[src/rtl/sym_pkg.sv]
// Symbol encoding, decoder state type and small helpers shared by the
// Fs/address/X0/data/Fe symbol channel decoder.
package sym_pkg;
   localparam int SYM_W    = 5;
   localparam int SYM_FS   = 4;
   localparam int SYM_X0   = 3;
   localparam int SYM_FE   = 2;
   localparam int SYM_ONE  = 1;
   localparam int SYM_ZERO = 0;

   typedef logic [SYM_W-1:0] sym_vec_t;

   typedef enum logic [1:0] {
      IDLE    = 2'd0,
      ADDR    = 2'd1,
      DATA    = 2'd2,
      WAIT_FE = 2'd3
   } state_t;

   // Number of asserted request lines; only 0, 1 or "more than 1" matters.
   function automatic logic [2:0] count_ones(input sym_vec_t v);
      logic [2:0] n;
      n = '0;
      for (int i = 0; i < SYM_W; i++) begin
         n = n + {2'b00, v[i]};
      end
      return n;
   endfunction
endpackage

[src/rtl/symbol_channel_decoder_if.sv]
// Link-side symbol handshake plus the channel drive outputs of the decoder.
// master = symbol source / observer, slave = decoder.
interface symbol_channel_decoder_if #(
   parameter int NUM_CH = 2,
   parameter int MAG_W  = 3
);
   import sym_pkg::*;

   sym_vec_t                sym_req;
   sym_vec_t                sym_ack;
   logic [NUM_CH-1:0]       ch_up;
   logic [NUM_CH-1:0]       ch_down;
   logic [NUM_CH*MAG_W-1:0] ch_mag;
   logic                    frame_done;
   logic                    frame_err;

   modport master (
      output sym_req,
      input  sym_ack, ch_up, ch_down, ch_mag, frame_done, frame_err
   );

   modport slave (
      input  sym_req,
      output sym_ack, ch_up, ch_down, ch_mag, frame_done, frame_err
   );
endinterface

[src/rtl/sym_handshake.sv]
// Four-phase symbol handshake: optional input synchroniser (SYNC_IN_EN),
// one-hot / multi-hot classification, accept strobe and per-symbol ack.
module sym_handshake
   import sym_pkg::*;
(
   input  logic     clk,
   input  logic     rst_n,
   input  sym_vec_t sym_req,
   output sym_vec_t sym_ack,
   output logic     sym_valid,
   output logic     multi_err,
   output sym_vec_t sym_sel
);
   sym_vec_t   req_s;
   sym_vec_t   ack_reg;
   sym_vec_t   ack_next;
   logic       ack_idle;
   logic [2:0] req_cnt;

`ifdef SYNC_IN_EN
   genvar gi;
   generate
      for (gi = 0; gi < SYM_W; gi++) begin : g_sync
         logic meta_reg;
         logic sync_reg;
         always_ff @(posedge clk or negedge rst_n) begin
            if (!rst_n) begin
               meta_reg <= 1'b0;
               sync_reg <= 1'b0;
            end else begin
               meta_reg <= sym_req[gi];
               sync_reg <= meta_reg;
            end
         end
         assign req_s[gi] = sync_reg;
      end
   endgenerate
`else
   assign req_s = sym_req;
`endif

   assign req_cnt   = count_ones(req_s);
   assign ack_idle  = (ack_reg == '0);
   assign sym_valid = ack_idle && (req_cnt == 3'd1);
   assign multi_err = ack_idle && (req_cnt > 3'd1);
   assign sym_sel   = req_s;

   // A new request (legal or not) is acked in full; afterwards each ack bit
   // simply follows its request bit down.
   always_comb begin
      ack_next = ack_reg & req_s;
      if (sym_valid || multi_err) begin
         ack_next = req_s;
      end
   end

   always_ff @(posedge clk or negedge rst_n) begin
      if (!rst_n) begin
         ack_reg <= '0;
      end else begin
         ack_reg <= ack_next;
      end
   end

   assign sym_ack = ack_reg;
endmodule

[src/rtl/symbol_channel_decoder.sv]
// Symbol channel decoder: frames FS, address bits, X0, dir+magnitude bits, FE
// and commits the command to one of NUM_CH channel registers. Option: SYNC_IN_EN.
module symbol_channel_decoder
   import sym_pkg::*;
#(
   parameter int NUM_CH = 2,
   parameter int MAG_W  = 3
) (
   input logic                     clk,
   input logic                     rst_n,
   symbol_channel_decoder_if.slave bus
);
   localparam int ADDR_W  = $clog2(NUM_CH);
   localparam int CNT_MAX = (ADDR_W > MAG_W + 1) ? ADDR_W : MAG_W + 1;
   localparam int CNT_W   = $clog2(CNT_MAX + 1);
   localparam logic [ADDR_W:0] NUM_CH_V = (ADDR_W + 1)'(NUM_CH);

   logic        sym_valid;
   logic        multi_err;
   sym_vec_t    sym_sel;
   logic        is_bit;
   logic        bit_val;
   logic        addr_ok;
   logic        commit_en;

   state_t              state_reg;
   logic [CNT_W-1:0]    cnt_reg;
   logic [ADDR_W-1:0]   addr_reg;
   logic                dir_reg;
   logic [MAG_W-1:0]    mag_reg;
   logic                done_reg;
   logic                err_reg;

   sym_handshake u_handshake (
      .clk       (clk),
      .rst_n     (rst_n),
      .sym_req   (bus.sym_req),
      .sym_ack   (bus.sym_ack),
      .sym_valid (sym_valid),
      .multi_err (multi_err),
      .sym_sel   (sym_sel)
   );

   assign is_bit  = sym_sel[SYM_ONE] | sym_sel[SYM_ZERO];
   assign bit_val = sym_sel[SYM_ONE];
   assign addr_ok = ({1'b0, addr_reg} < NUM_CH_V);

   // Channel registers load on the same edge the FE is accepted.
   assign commit_en = sym_valid && sym_sel[SYM_FE] && (state_reg == WAIT_FE) && addr_ok;

   always_ff @(posedge clk or negedge rst_n) begin
      if (!rst_n) begin
         state_reg <= IDLE;
         cnt_reg   <= '0;
         addr_reg  <= '0;
         dir_reg   <= 1'b0;
         mag_reg   <= '0;
         done_reg  <= 1'b0;
         err_reg   <= 1'b0;
      end else begin
         done_reg <= 1'b0;
         err_reg  <= 1'b0;
         if (multi_err) begin
            err_reg   <= 1'b1;
            state_reg <= IDLE;
         end else if (sym_valid) begin
            if (sym_sel[SYM_FS]) begin
               state_reg <= ADDR;
               cnt_reg   <= '0;
               addr_reg  <= '0;
               dir_reg   <= 1'b0;
               mag_reg   <= '0;
            end else begin
               unique case (state_reg)
                  IDLE: begin
                  end
                  ADDR: begin
                     if (is_bit && (cnt_reg != CNT_W'(ADDR_W))) begin
                        addr_reg <= ADDR_W'({addr_reg, bit_val});
                        cnt_reg  <= cnt_reg + CNT_W'(1);
                     end else if (sym_sel[SYM_X0] && (cnt_reg == CNT_W'(ADDR_W))) begin
                        state_reg <= DATA;
                        cnt_reg   <= '0;
                     end else begin
                        err_reg   <= 1'b1;
                        state_reg <= IDLE;
                     end
                  end
                  DATA: begin
                     if (is_bit) begin
                        if (cnt_reg == '0) begin
                           dir_reg <= bit_val;
                        end else begin
                           mag_reg <= MAG_W'({mag_reg, bit_val});
                        end
                        cnt_reg <= cnt_reg + CNT_W'(1);
                        if (cnt_reg == CNT_W'(MAG_W)) begin
                           state_reg <= WAIT_FE;
                        end
                     end else begin
                        err_reg   <= 1'b1;
                        state_reg <= IDLE;
                     end
                  end
                  WAIT_FE: begin
                     if (sym_sel[SYM_FE] && addr_ok) begin
                        done_reg <= 1'b1;
                     end else begin
                        err_reg <= 1'b1;
                     end
                     state_reg <= IDLE;
                  end
                  default: begin
                     state_reg <= IDLE;
                  end
               endcase
            end
         end
      end
   end

   genvar gi;
   generate
      for (gi = 0; gi < NUM_CH; gi++) begin : g_ch
         logic             up_reg;
         logic             down_reg;
         logic [MAG_W-1:0] mag_ch_reg;

         always_ff @(posedge clk or negedge rst_n) begin
            if (!rst_n) begin
               up_reg     <= 1'b0;
               down_reg   <= 1'b0;
               mag_ch_reg <= '0;
            end else if (commit_en && (addr_reg == ADDR_W'(gi))) begin
               // Zero magnitude stops the channel regardless of direction.
               up_reg     <= dir_reg && (mag_reg != '0);
               down_reg   <= !dir_reg && (mag_reg != '0);
               mag_ch_reg <= mag_reg;
            end
         end

         assign bus.ch_up[gi]                 = up_reg;
         assign bus.ch_down[gi]               = down_reg;
         assign bus.ch_mag[gi*MAG_W +: MAG_W] = mag_ch_reg;
      end
   endgenerate

   assign bus.frame_done = done_reg;
   assign bus.frame_err  = err_reg;
endmodule

[src/flat_wrapper.sv]
// flat-port wrapper written by rule: the top's interface ports become plain ports
module symbol_channel_decoder_flat import sym_pkg::*;
#(
   parameter int NUM_CH = 2,
   parameter int MAG_W  = 3
)
  (clk, rst_n, bus_sym_req, bus_sym_ack, bus_ch_up, bus_ch_down, bus_ch_mag, bus_frame_done, bus_frame_err);
  symbol_channel_decoder_if #(.NUM_CH(NUM_CH), .MAG_W(MAG_W)) bus_i ();
  input logic clk;
  input logic rst_n;
  input wire logic [$bits(bus_i.sym_req)-1:0] bus_sym_req;
  output wire logic [$bits(bus_i.sym_ack)-1:0] bus_sym_ack;
  output wire logic [$bits(bus_i.ch_up)-1:0] bus_ch_up;
  output wire logic [$bits(bus_i.ch_down)-1:0] bus_ch_down;
  output wire logic [$bits(bus_i.ch_mag)-1:0] bus_ch_mag;
  output wire logic [$bits(bus_i.frame_done)-1:0] bus_frame_done;
  output wire logic [$bits(bus_i.frame_err)-1:0] bus_frame_err;
  assign bus_i.sym_req = bus_sym_req;
  assign bus_sym_ack = bus_i.sym_ack;
  assign bus_ch_up = bus_i.ch_up;
  assign bus_ch_down = bus_i.ch_down;
  assign bus_ch_mag = bus_i.ch_mag;
  assign bus_frame_done = bus_i.frame_done;
  assign bus_frame_err = bus_i.frame_err;
  symbol_channel_decoder #(.NUM_CH(NUM_CH), .MAG_W(MAG_W)) u_core (.clk(clk), .rst_n(rst_n), .bus(bus_i));
endmodule
[config.mk]
export PLATFORM = sky130hd
export DESIGN_NAME = symbol_channel_decoder_flat
export DESIGN_NICKNAME = d
export VERILOG_FILES = /design/src/rtl/sym_pkg.sv /design/src/rtl/symbol_channel_decoder_if.sv /design/src/rtl/sym_handshake.sv /design/src/rtl/symbol_channel_decoder.sv /design/src/flat_wrapper.sv
export SDC_FILE = /design/constraint.sdc
export NUM_CORES = 1
export LEC_CHECK = 0
export BUFFER_PORTS_ARGS = -buffer_cell sky130_fd_sc_hd__buf_2
export CAP_MARGIN = 20
export CORE_ASPECT_RATIO = 0.9
export CORE_MARGIN = 1
export CORE_UTILIZATION = 58
export CTS_BUF_LIST = sky130_fd_sc_hd__clkbuf_2 sky130_fd_sc_hd__clkbuf_4 sky130_fd_sc_hd__clkbuf_8
export DETAILED_ROUTE_END_ITERATION = 10
export PLACE_DENSITY = 0.87
export RECOVER_POWER = 50
export SLEW_MARGIN = 20
export SYNTH_ARGS = -nofsm -noshare
export SYNTH_HDL_FRONTEND = slang
export SYNTH_SLANG_ARGS = --single-unit
[constraint.sdc]
create_clock -name clk -period 2.67 [get_ports clk]
set_input_delay 0.4005 -clock clk [delete_from_list [all_inputs] [get_ports clk]]
set_output_delay 0.4005 -clock clk [all_outputs]
set_load 0.01 [all_outputs]
==> out/metrics.cfg, run 1 <==
[placement]
dp_hpwl_mm = 2.431
placedCellCount = 197
place_congestion = 0.9237
port_buffers = 23

[floorplanning]
die-area_um2 = 2801
start_util = 0.6148
rows = 17
die_y_um = 50.31
die_x_um = 55.68
coreArea_um2 = 2446
pin_count = 24

[cells_and_area]
largest_reg_flops = 6
num_antenna_cells = 0
stdcell_count = 202
multiInputGateArea_um2 = 839.6
final_common_cell = dfrtp_1
final_layout_size_suffix_gt1_frac = 0.4368
seqCellArea_um2 = 675.6
num-nets-final = 191
layout_common_cells = dfrtp_1, buf_2, buf_4, inv_1, nor2_1
n_fill_cell = 159
area_growth_pct = 25.96

[sta]
fin_skew_ps = 2.936
finalSetupViolCount = 19
period_share = 1.065
rsz0062_at_grt = true
clock.fmax_mhz = 351.6
fin_ws_ps = -174.3
relSlewSlack = 0.04096
worst_slew_pin_slew_ps = 1439
final_hold_viol_count = 0
fin_crit_ps = 2844
drv_slew = 0
setup_tns_ps = -2178
fin_hold_ws_ps = 287.0

[power_and_ir_drop]
p_leak_nw = 0.9545
p_total_mw = 1.339
power.density_nw_per_um2 = 707.0
max-vdd-ir-drop_mv = 0.6629

[cts]
cts_made_buffers = 3
tritoncts = yes
clk_path_buf_depth = 2
clockRootBuffer = clkbuf_4
clk_pin_slew_ps = 150
cts_sinks = 27
htreeDepth = 1
clk_latency_ps = 330

[synth]
synth_edf_count = 0
synth_top_area_frac = 0.4493
yosysUniqueCellTypes = 39
netlist_instances = 139
syn_nets = 155
ys_ff_latch = 27
yosysSeqAreaShare = 0.4493
async_flop_share = 1.000
synth-main-ff-cell = dfrtp_1
yosys_warnings = 0
synth.cell_area_um2 = 1504
synth_top_area_cell = dfrtp_1
synthTopCellsByArea = dfrtp_1, ha_1, mux2_2
avgSynthCellArea_um2 = 10.82

[worst_setup_path]
worstPathArrival_ps = 3080
critPathLaunchType = input port
required_ps = 2910
endpoint_kind = flop
path_class = input port to flop
cp_max_fo = 5

[detailed_routing]
num_vias = 1218
drt_iter0_drc = 42
wl_per_cell_um = 17.16
totalWireLength_mm = 3.467
maxUsedRoutingLayer = met4
final_antenna_net_count = 0
wl_met3_um = 134
wl_met1_mm = 1.458
first_pass_iters = 4
via_per_inst = 6.030
met2_length_mm = 1.844
drcViolationCount = 0

[grt]
grt_pass1_wl_mm = 5.568
track_usage = 0.2647
grt_pass1_vias = 1185
grt_antenna_before_repair = 0
grt_max_degree = 28
grt-ovfl-total = 0

[job]
maxCapViolCount = 0

[min_path]
hp-class = input port to flop

[outcome]
violations = negative setup slack
status = finished with violations

[through the flow]
stage	utilization	worst slack [ps]	cell area [µm²]
floorplan	-	-579.9	1555
global placement	0.7161	-626.9	1752
detailed placement	0.7161	-692.8	1752
CTS	0.7627	-169.5	1866
global route	0.7744	-193.8	1894
finish	0.7744	-174.3	1894
[metal layers]
layer  up-vias  global-route usage
met5         -                   0
met4         0             0.05000
met3         6             0.05412
met2        32              0.4679
met1       615              0.3406
li1        565                   -
[what timing repair did]
action,in CTS,in global routing
setup endpoints to repair,20,20
pin swaps,6,3
cloned,0,0
gates resized for setup,16,6
hold endpoints to repair,0,0
hold buffers,0,0
buffers inserted,1,1
[final timing paths]
check / start / to / slack [ps] / cells after the start
worst max-delay path: bus_sym_req[0] / u_core.g_ch[1].mag_ch_reg[1]$_DFFE_PN0P_ / -170 / 8
worst min-delay path: bus_sym_req[0] / u_core.u_handshake.sym_ack[0]$_DFF_PN0_ / 290 / 3
worst max register to register: u_core.u_handshake.sym_ack[3]$_DFF_PN0_ / u_core.g_ch[1].mag_ch_reg[1]$_DFFE_PN0P_ / 410 / 4
worst min register to register: u_core.g_ch[0].mag_ch_reg[2]$_DFFE_PN0P_ / u_core.g_ch[0].mag_ch_reg[2]$_DFFE_PN0P_ / 530 / 1
max in group asynchronous: rst_n / u_core.g_ch[1].mag_ch_reg[0]$_DFFE_PN0P_ / 1470 / 1
min in group asynchronous: rst_n / u_core.u_handshake.sym_ack[1]$_DFF_PN0_ / 370 / 1
[cell families after synthesis]
| group | after synthesis | synth area share |
|---|---|---|
| muxes | 12 | 0.1023 |
| and+or+nand+nor | 40 | 0.1464 |
| buffers and inverters | 22 | 0.07071 |
| AOI/OAI and AO/OA | 29 | 0.1464 |
| adders and majority gates | 9 | 0.08486 |
| DFF | 27 | 0.4493 |
[critical path, cell delays in order]
cell    delay (ps)
buf_6          100
fa_1           480
fa_2           390
ha_4           220
or3b_4         390
or3_4          350
or3_4          430
mux2_4         320
[report_power, final]
part | switching (mW) | internal, mW
clock | 0.128 | 0.0575
sequential | 0.0911 | 0.477
combinational | 0.313 | 0.273
[cell type report]
cell class / count / share of cell area
sequential: 27 / 0.3567
multi-input combinational: 90 / 0.4432
clock inverter: 1 / 0.003963
clock buffer: 3 / 0.01189
tap: 28 / 0.01849
inverter: 13 / 0.02576
timing repair buffer: 40 / 0.1400
[cell usage after synthesis, types with 3 or more instances]
| cell | count |
|---|---|
| dfrtp_1 | 27 |
| inv_1 | 13 |
| nor2_1 | 12 |
| ha_1 | 7 |
| mux2_2 | 7 |
| mux2_4 | 5 |
| buf_4 | 4 |
| nor3_1 | 4 |
| nor4_1 | 4 |
| o21a_1 | 4 |
| a211oi_1 | 3 |
| a21oi_1 | 3 |
| a31o_2 | 3 |
| clkbuf_1 | 3 |
| nand2_1 | 3 |
| nor2b_1 | 3 |
| o311ai_0 | 3 |
| or3_1 | 3 |
Power figures use the tool's default switching activity.
==> inputs of run 2 (changes only) <==
Settings changed: ABC_AREA set to 1, CORE_UTILIZATION 58 to 59, PLACE_DENSITY 0.87 to 0.88.
==> out/metrics.cfg, run 2 <==
[placement]
placed_area_um2 = 1733
place_ws_ps = -8.016
place_congestion = 0.8406
port_buffers = 23
dp_hpwl_mm = 2.391
placedCellCount = 254

[detailed_routing]
final_antenna_net_count = 0
drcViolationCount = 4
wl_per_cell_um = 12.24
via_per_inst = 5.248
first_pass_iters = 7
totalWireLength_mm = 3.157
drt_iter0_drc = 56
num_vias = 1354

[sta]
clock.fmax_mhz = 427.9
setup_tns_ps = 0
worst_slew_pin_slew_ps = 1369
fin_crit_ps = 2337
relSlewSlack = 0.08755
period_share = 0.8752
final_hold_viol_count = 0
drv_slew = 0
rsz0062_at_grt = false
fin_ws_ps = 333.1
finalSetupViolCount = 0
fin_hold_ws_ps = 333.4
fin_skew_ps = 4.740

[grt]
grt-ovfl-total = 0
grt_antenna_before_repair = 0
track_usage = 0.2359
grt_max_degree = 28
grt_pass1_wl_mm = 5.326
grt_pass1_vias = 1204

[cells_and_area]
largest_reg_flops = 6
final_common_cell = nand2_1
area_growth_pct = 7.527
num-nets-final = 247
layout_common_cells = nand2_1, dfrtp_1, inv_1, nand3_1, nor2_1
stdcell_area_um2 = 1752
n_fill_cell = 205
final_layout_size_suffix_gt1_frac = 0.1391
stdcell_count = 258
num_antenna_cells = 0

[cts]
cts_sinks = 27
htreeDepth = 1
cts_resized = 0
tritoncts = yes
cts_setup_buffers = 0
cts_hold_buf = 0
clk_pin_slew_ps = 140
cts_made_buffers = 3
clockRootBuffer = clkbuf_4
clk_path_buf_depth = 2
clk_latency_ps = 320

[worst_setup_path]
cp_max_fo = 8
r2r-end = u_core.dir_reg$_DFFE_PN0P_
endpoint_kind = flop
rrSetupSlack_ps = 1170
reg2reg_from = u_core.state_reg[0]$_DFFE_PN0P_
reg2reg_depth = 7
required_ps = 2900
worstPathArrival_ps = 2570
path_class = input port to flop
critPathLaunchType = input port

[synth]
yosysSeqAreaShare = 0.4147
synth_top_family_by_area = simple AND/OR/NAND/NOR gates
syn_nets = 225
yosys_warnings = 0
post-synth-top-count-cell = nand2_1
synthTopCellsByArea = dfrtp_1, nand2_1, nand3_1
yosysUniqueCellTypes = 24
synth_fa_ha_area_frac = 0.07834
synth_xor_area_frac = 0
synth_edf_count = 0
ys_top_cells_by_count = nand2_1, dfrtp_1, inv_1
netlist_instances = 209
synth-main-ff-cell = dfrtp_1
synth_compound_area_frac = 0.06759
avgSynthCellArea_um2 = 7.795
synth_top_area_frac = 0.4147
synth_simple_gate_area_frac = 0.3487
async_flop_share = 1.000
synthMuxAreaShare = 0
synth_top_area_cell = dfrtp_1
ys_ff_latch = 27
synth.cell_area_um2 = 1629

[power_and_ir_drop]
p_leak_nw = 0.9910
max-vdd-ir-drop_mv = 0.5516
power.density_nw_per_um2 = 731.6

[min_path]
min_to = u_core.u_handshake.sym_ack[2]$_DFF_PN0_
hold-path-cell-count = 3
hp-class = input port to flop
hp-start = bus_sym_req[2]

[job]
maxCapViolCount = 0

[floorplanning]
start_util = 0.6436
pin_count = 24
die_x_um = 57.39
coreArea_um2 = 2531
die-area_um2 = 2976
rows = 17
die_y_um = 51.85

[outcome]
status = finished with violations
violations = design-rule violations

[run 2: cell types whose count changed after synthesis, moves of 4 or more]
cell,previous run,this run
nand3_1,2,20
inv_1,13,25
mux2_2,7,0
o21ai_0,2,6
nor2_1,12,17
nor3_1,4,0
o21a_1,4,0
nand2_1,3,69
mux2_4,5,0
nor4_1,4,0
nor2_4,0,4
o21ai_1,0,10
[run 2: cells by family (layout without fill, tap and decap cells)]
logic type | after synthesis | count (layout)
fa+ha+maj | 9 | 9
compound gates | 21 | 21
buf+inv | 33 | 54
simple gates | 119 | 119
flops | 27 | 27
[run 2: metrics by stage]
| step | utilization | power, mW |
|---|---|---|
| finish | 0.6920 | 1.282 |
| global route | 0.6920 | 1.384 |
| detailed placement | 0.6846 | 1.108 |
| floorplan | - | 0.9647 |
| global placement | 0.6846 | 1.093 |
| CTS | 0.6965 | 1.287 |
[run 2: layout make-up]
cell class	instances	area, µm²	share of cell area
clock inverters	1	7.507	0.004286
multi-input cells	149	805.8	0.4600
repair buffers	23	103.9	0.05929
well taps	28	35.03	0.02000
inverters	27	101.3	0.05786
flip-flops and latches	27	675.6	0.3857
clock buffers	3	22.52	0.01286
[run 2: metal layers]
layer  global-route usage  share of wire  wire (µm)  vias to the layer above
met3              0.04478          0.064        201                        2
met2               0.3895           0.46       1439                       49
met5                    0              0          0                        -
met1               0.3269           0.48       1500                      611
li1                     -              -          -                      692
met4              0.04472         0.0048         15                        0
[run 2: power by group]
group,leakage (nW),internal (mW),switching (mW),total [mW]
sequential,0.366,0.490,0.0918,0.582
combinational,0.611,0.165,0.357,0.523
clock,0.0139,0.0573,0.119,0.177
[run 2: worst max path at each step]
stage	start	end	slack (ps)	depth (start not counted)
detailed placement	bus_sym_req[0]	u_core.g_ch[1].mag_ch_reg[0]$_DFFE_PN0P_	-8	10
global route	bus_sym_req[0]	u_core.cnt_reg[0]$_DFFE_PN0P_	220	12
floorplan	bus_sym_req[0]	u_core.g_ch[0].down_reg$_DFFE_PN0P_	240	10
finish	bus_sym_req[0]	u_core.mag_reg[2]$_DFFE_PN0P_	330	12
CTS	bus_sym_req[0]	u_core.cnt_reg[2]$_DFFE_PN0P_	350	12
global placement	bus_sym_req[0]	u_core.mag_reg[2]$_DFFE_PN0P_	60	12
[run 2: worst max-delay path, cell delays in order]
cell and delay [ps]:
buf_2 120, fa_1 490, fa_1 400, ha_1 290, nor2_1 110, nand2_1 150, inv_1 80, nand2_1 100
nor2_4 180, nand2_1 120, nand2_1 80, nand2_1 50
==> inputs of run 3 (changes only) <==
Settings changed: CELL_PAD_IN_SITES_DETAIL_PLACEMENT set to 0, CELL_PAD_IN_SITES_GLOBAL_PLACEMENT set to 1, CORE_ASPECT_RATIO 0.9 to not set, CORE_UTILIZATION 59 to 43, PLACE_DENSITY 0.88 to 0.87, TNS_END_PERCENT set to 5.
==> out/metrics.cfg, run 3 (synthesis results as in run 2) <==
[outcome]
status = finished clean

[floorplanning]
pin_count = 24
die_y_um = 63.55
die-area_um2 = 4039
start_util = 0.4697
die_x_um = 63.55
rows = 21
coreArea_um2 = 3468

[worst_setup_path]
critPathLaunchType = input port
r2r-end = u_core.state_reg[0]$_DFFE_PN0P_
endpoint_kind = flop
required_ps = 2840
reg2reg_from = u_core.cnt_reg[0]$_DFFE_PN0P_
cp_max_fo = 8
rrSetupSlack_ps = 1210
reg2reg_depth = 9
path_class = input port to flop
worstPathArrival_ps = 2560

[detailed_routing]
drt_iter0_drc = 114
num_vias = 1370
totalWireLength_mm = 3.209
via_per_inst = 4.928
drcViolationCount = 0
final_antenna_net_count = 0
wl_per_cell_um = 11.54
first_pass_iters = 4

[grt]
track_usage = 0.1846
grt-ovfl-total = 0
grt_pass1_vias = 1296
grt_max_degree = 28
grt_antenna_before_repair = 0
grt_pass1_wl_mm = 5.871

[cells_and_area]
num-nets-final = 249
largest_reg_flops = 6
num_antenna_cells = 0
final_common_cell = nand2_1
final_layout_size_suffix_gt1_frac = 0.1466
n_fill_cell = 378
area_growth_pct = 10.98
stdcell_count = 278
layout_common_cells = nand2_1, dfrtp_1, inv_1, nand3_1, nor2_1

[cts]
clk_path_buf_depth = 2
cts_setup_buffers = 0
cts_resized = 0
cts_hold_buf = 0
cts_sinks = 27
clockRootBuffer = clkbuf_8
clk_latency_ps = 270
tritoncts = yes
cts_made_buffers = 3
htreeDepth = 1
clk_pin_slew_ps = 100

[power_and_ir_drop]
power.density_nw_per_um2 = 747.8
p_leak_nw = 1.008
max-vdd-ir-drop_mv = 0.3643

[placement]
place_ws_ps = 8.811
placedCellCount = 274
dp_hpwl_mm = 2.530
place_congestion = 0.8210
port_buffers = 23

[sta]
final_hold_viol_count = 0
fin_crit_ps = 2382
fin_skew_ps = 8.443
fin_hold_ws_ps = 405.3
drv_slew = 0
worst_slew_pin_slew_ps = 1414
finalSetupViolCount = 0
clock.fmax_mhz = 419.8
period_share = 0.8921
rsz0062_at_grt = false
fin_ws_ps = 288.1
setup_tns_ps = 0
relSlewSlack = 0.05746

[min_path]
hold-path-cell-count = 3
min_to = u_core.u_handshake.sym_ack[0]$_DFF_PN0_
hp-class = input port to flop
hp-start = bus_sym_req[0]

[job]
maxCapViolCount = 0

[run 3: worst max-delay path by stage]
| stage | depth (start not counted) | startpoint | end | slack (ps) |
|---|---|---|---|---|
| 5_1_grt | 12 | bus_sym_req[0] | u_core.mag_reg[2]$_DFFE_PN0P_ | 130 |
| 3_3_place_gp | 12 | bus_sym_req[0] | u_core.mag_reg[0]$_DFFE_PN0P_ | 50 |
| 6_report | 12 | bus_sym_req[0] | u_core.mag_reg[0]$_DFFE_PN0P_ | 290 |
| 2_1_floorplan | 10 | bus_sym_req[0] | u_core.g_ch[0].down_reg$_DFFE_PN0P_ | 240 |
| 4_1_cts | 12 | bus_sym_req[0] | u_core.mag_reg[2]$_DFFE_PN0P_ | 290 |
| 3_5_place_dp | 12 | bus_sym_req[0] | u_core.mag_reg[2]$_DFFE_PN0P_ | 9 |
[run 3: through the flow]
step / total power [mW] / instance area (µm²) / util
after detailed placement: 1.125 / 1770 / 0.5105
after global routing: 1.466 / 1808 / 0.5213
after CTS: 1.361 / 1819 / 0.5245
final: 1.352 / 1808 / 0.5213
after floorplan: 0.9647 / 1629 / -
after global placement: 1.122 / 1770 / 0.5105
[run 3: report_power, final]
group          internal, mW  total [mW]  switching [mW]
clock network         0.106       0.236           0.130
registers             0.491       0.579          0.0879
logic                 0.176       0.538           0.361
[run 3: cell type report]
type | count | area [µm²] | area share
Clock inverter | 1 | 7.507 | 0.004152
Timing Repair Buffer | 25 | 118.9 | 0.06574
Clock buffer | 3 | 41.29 | 0.02284
Multi-Input combinational cell | 149 | 805.8 | 0.4457
Tap cell | 46 | 57.56 | 0.03183
Inverter | 27 | 101.3 | 0.05606
Sequential cell | 27 | 675.6 | 0.3737
[run 3: critical path, stage by stage]
cell and delay [ps]:
buf_2 120, fa_1 480, fa_1 420, ha_1 290, nor2_1 100, nand2_1 140, inv_1 80, nand2_1 100
nor2_4 180, nand2_1 120, nand2_1 70, nand2_1 40
[run 3: layer usage]
| metal | track usage | vias up | share of wire |
|---|---|---|---|
| li1 | - | 697 | - |
| met5 | 0 | - | 0 |
| met3 | 0.02536 | 4 | 0.054 |
| met1 | 0.2623 | 635 | 0.51 |
| met2 | 0.2819 | 34 | 0.42 |
| met4 | 0.07102 | 0 | 0.014 |
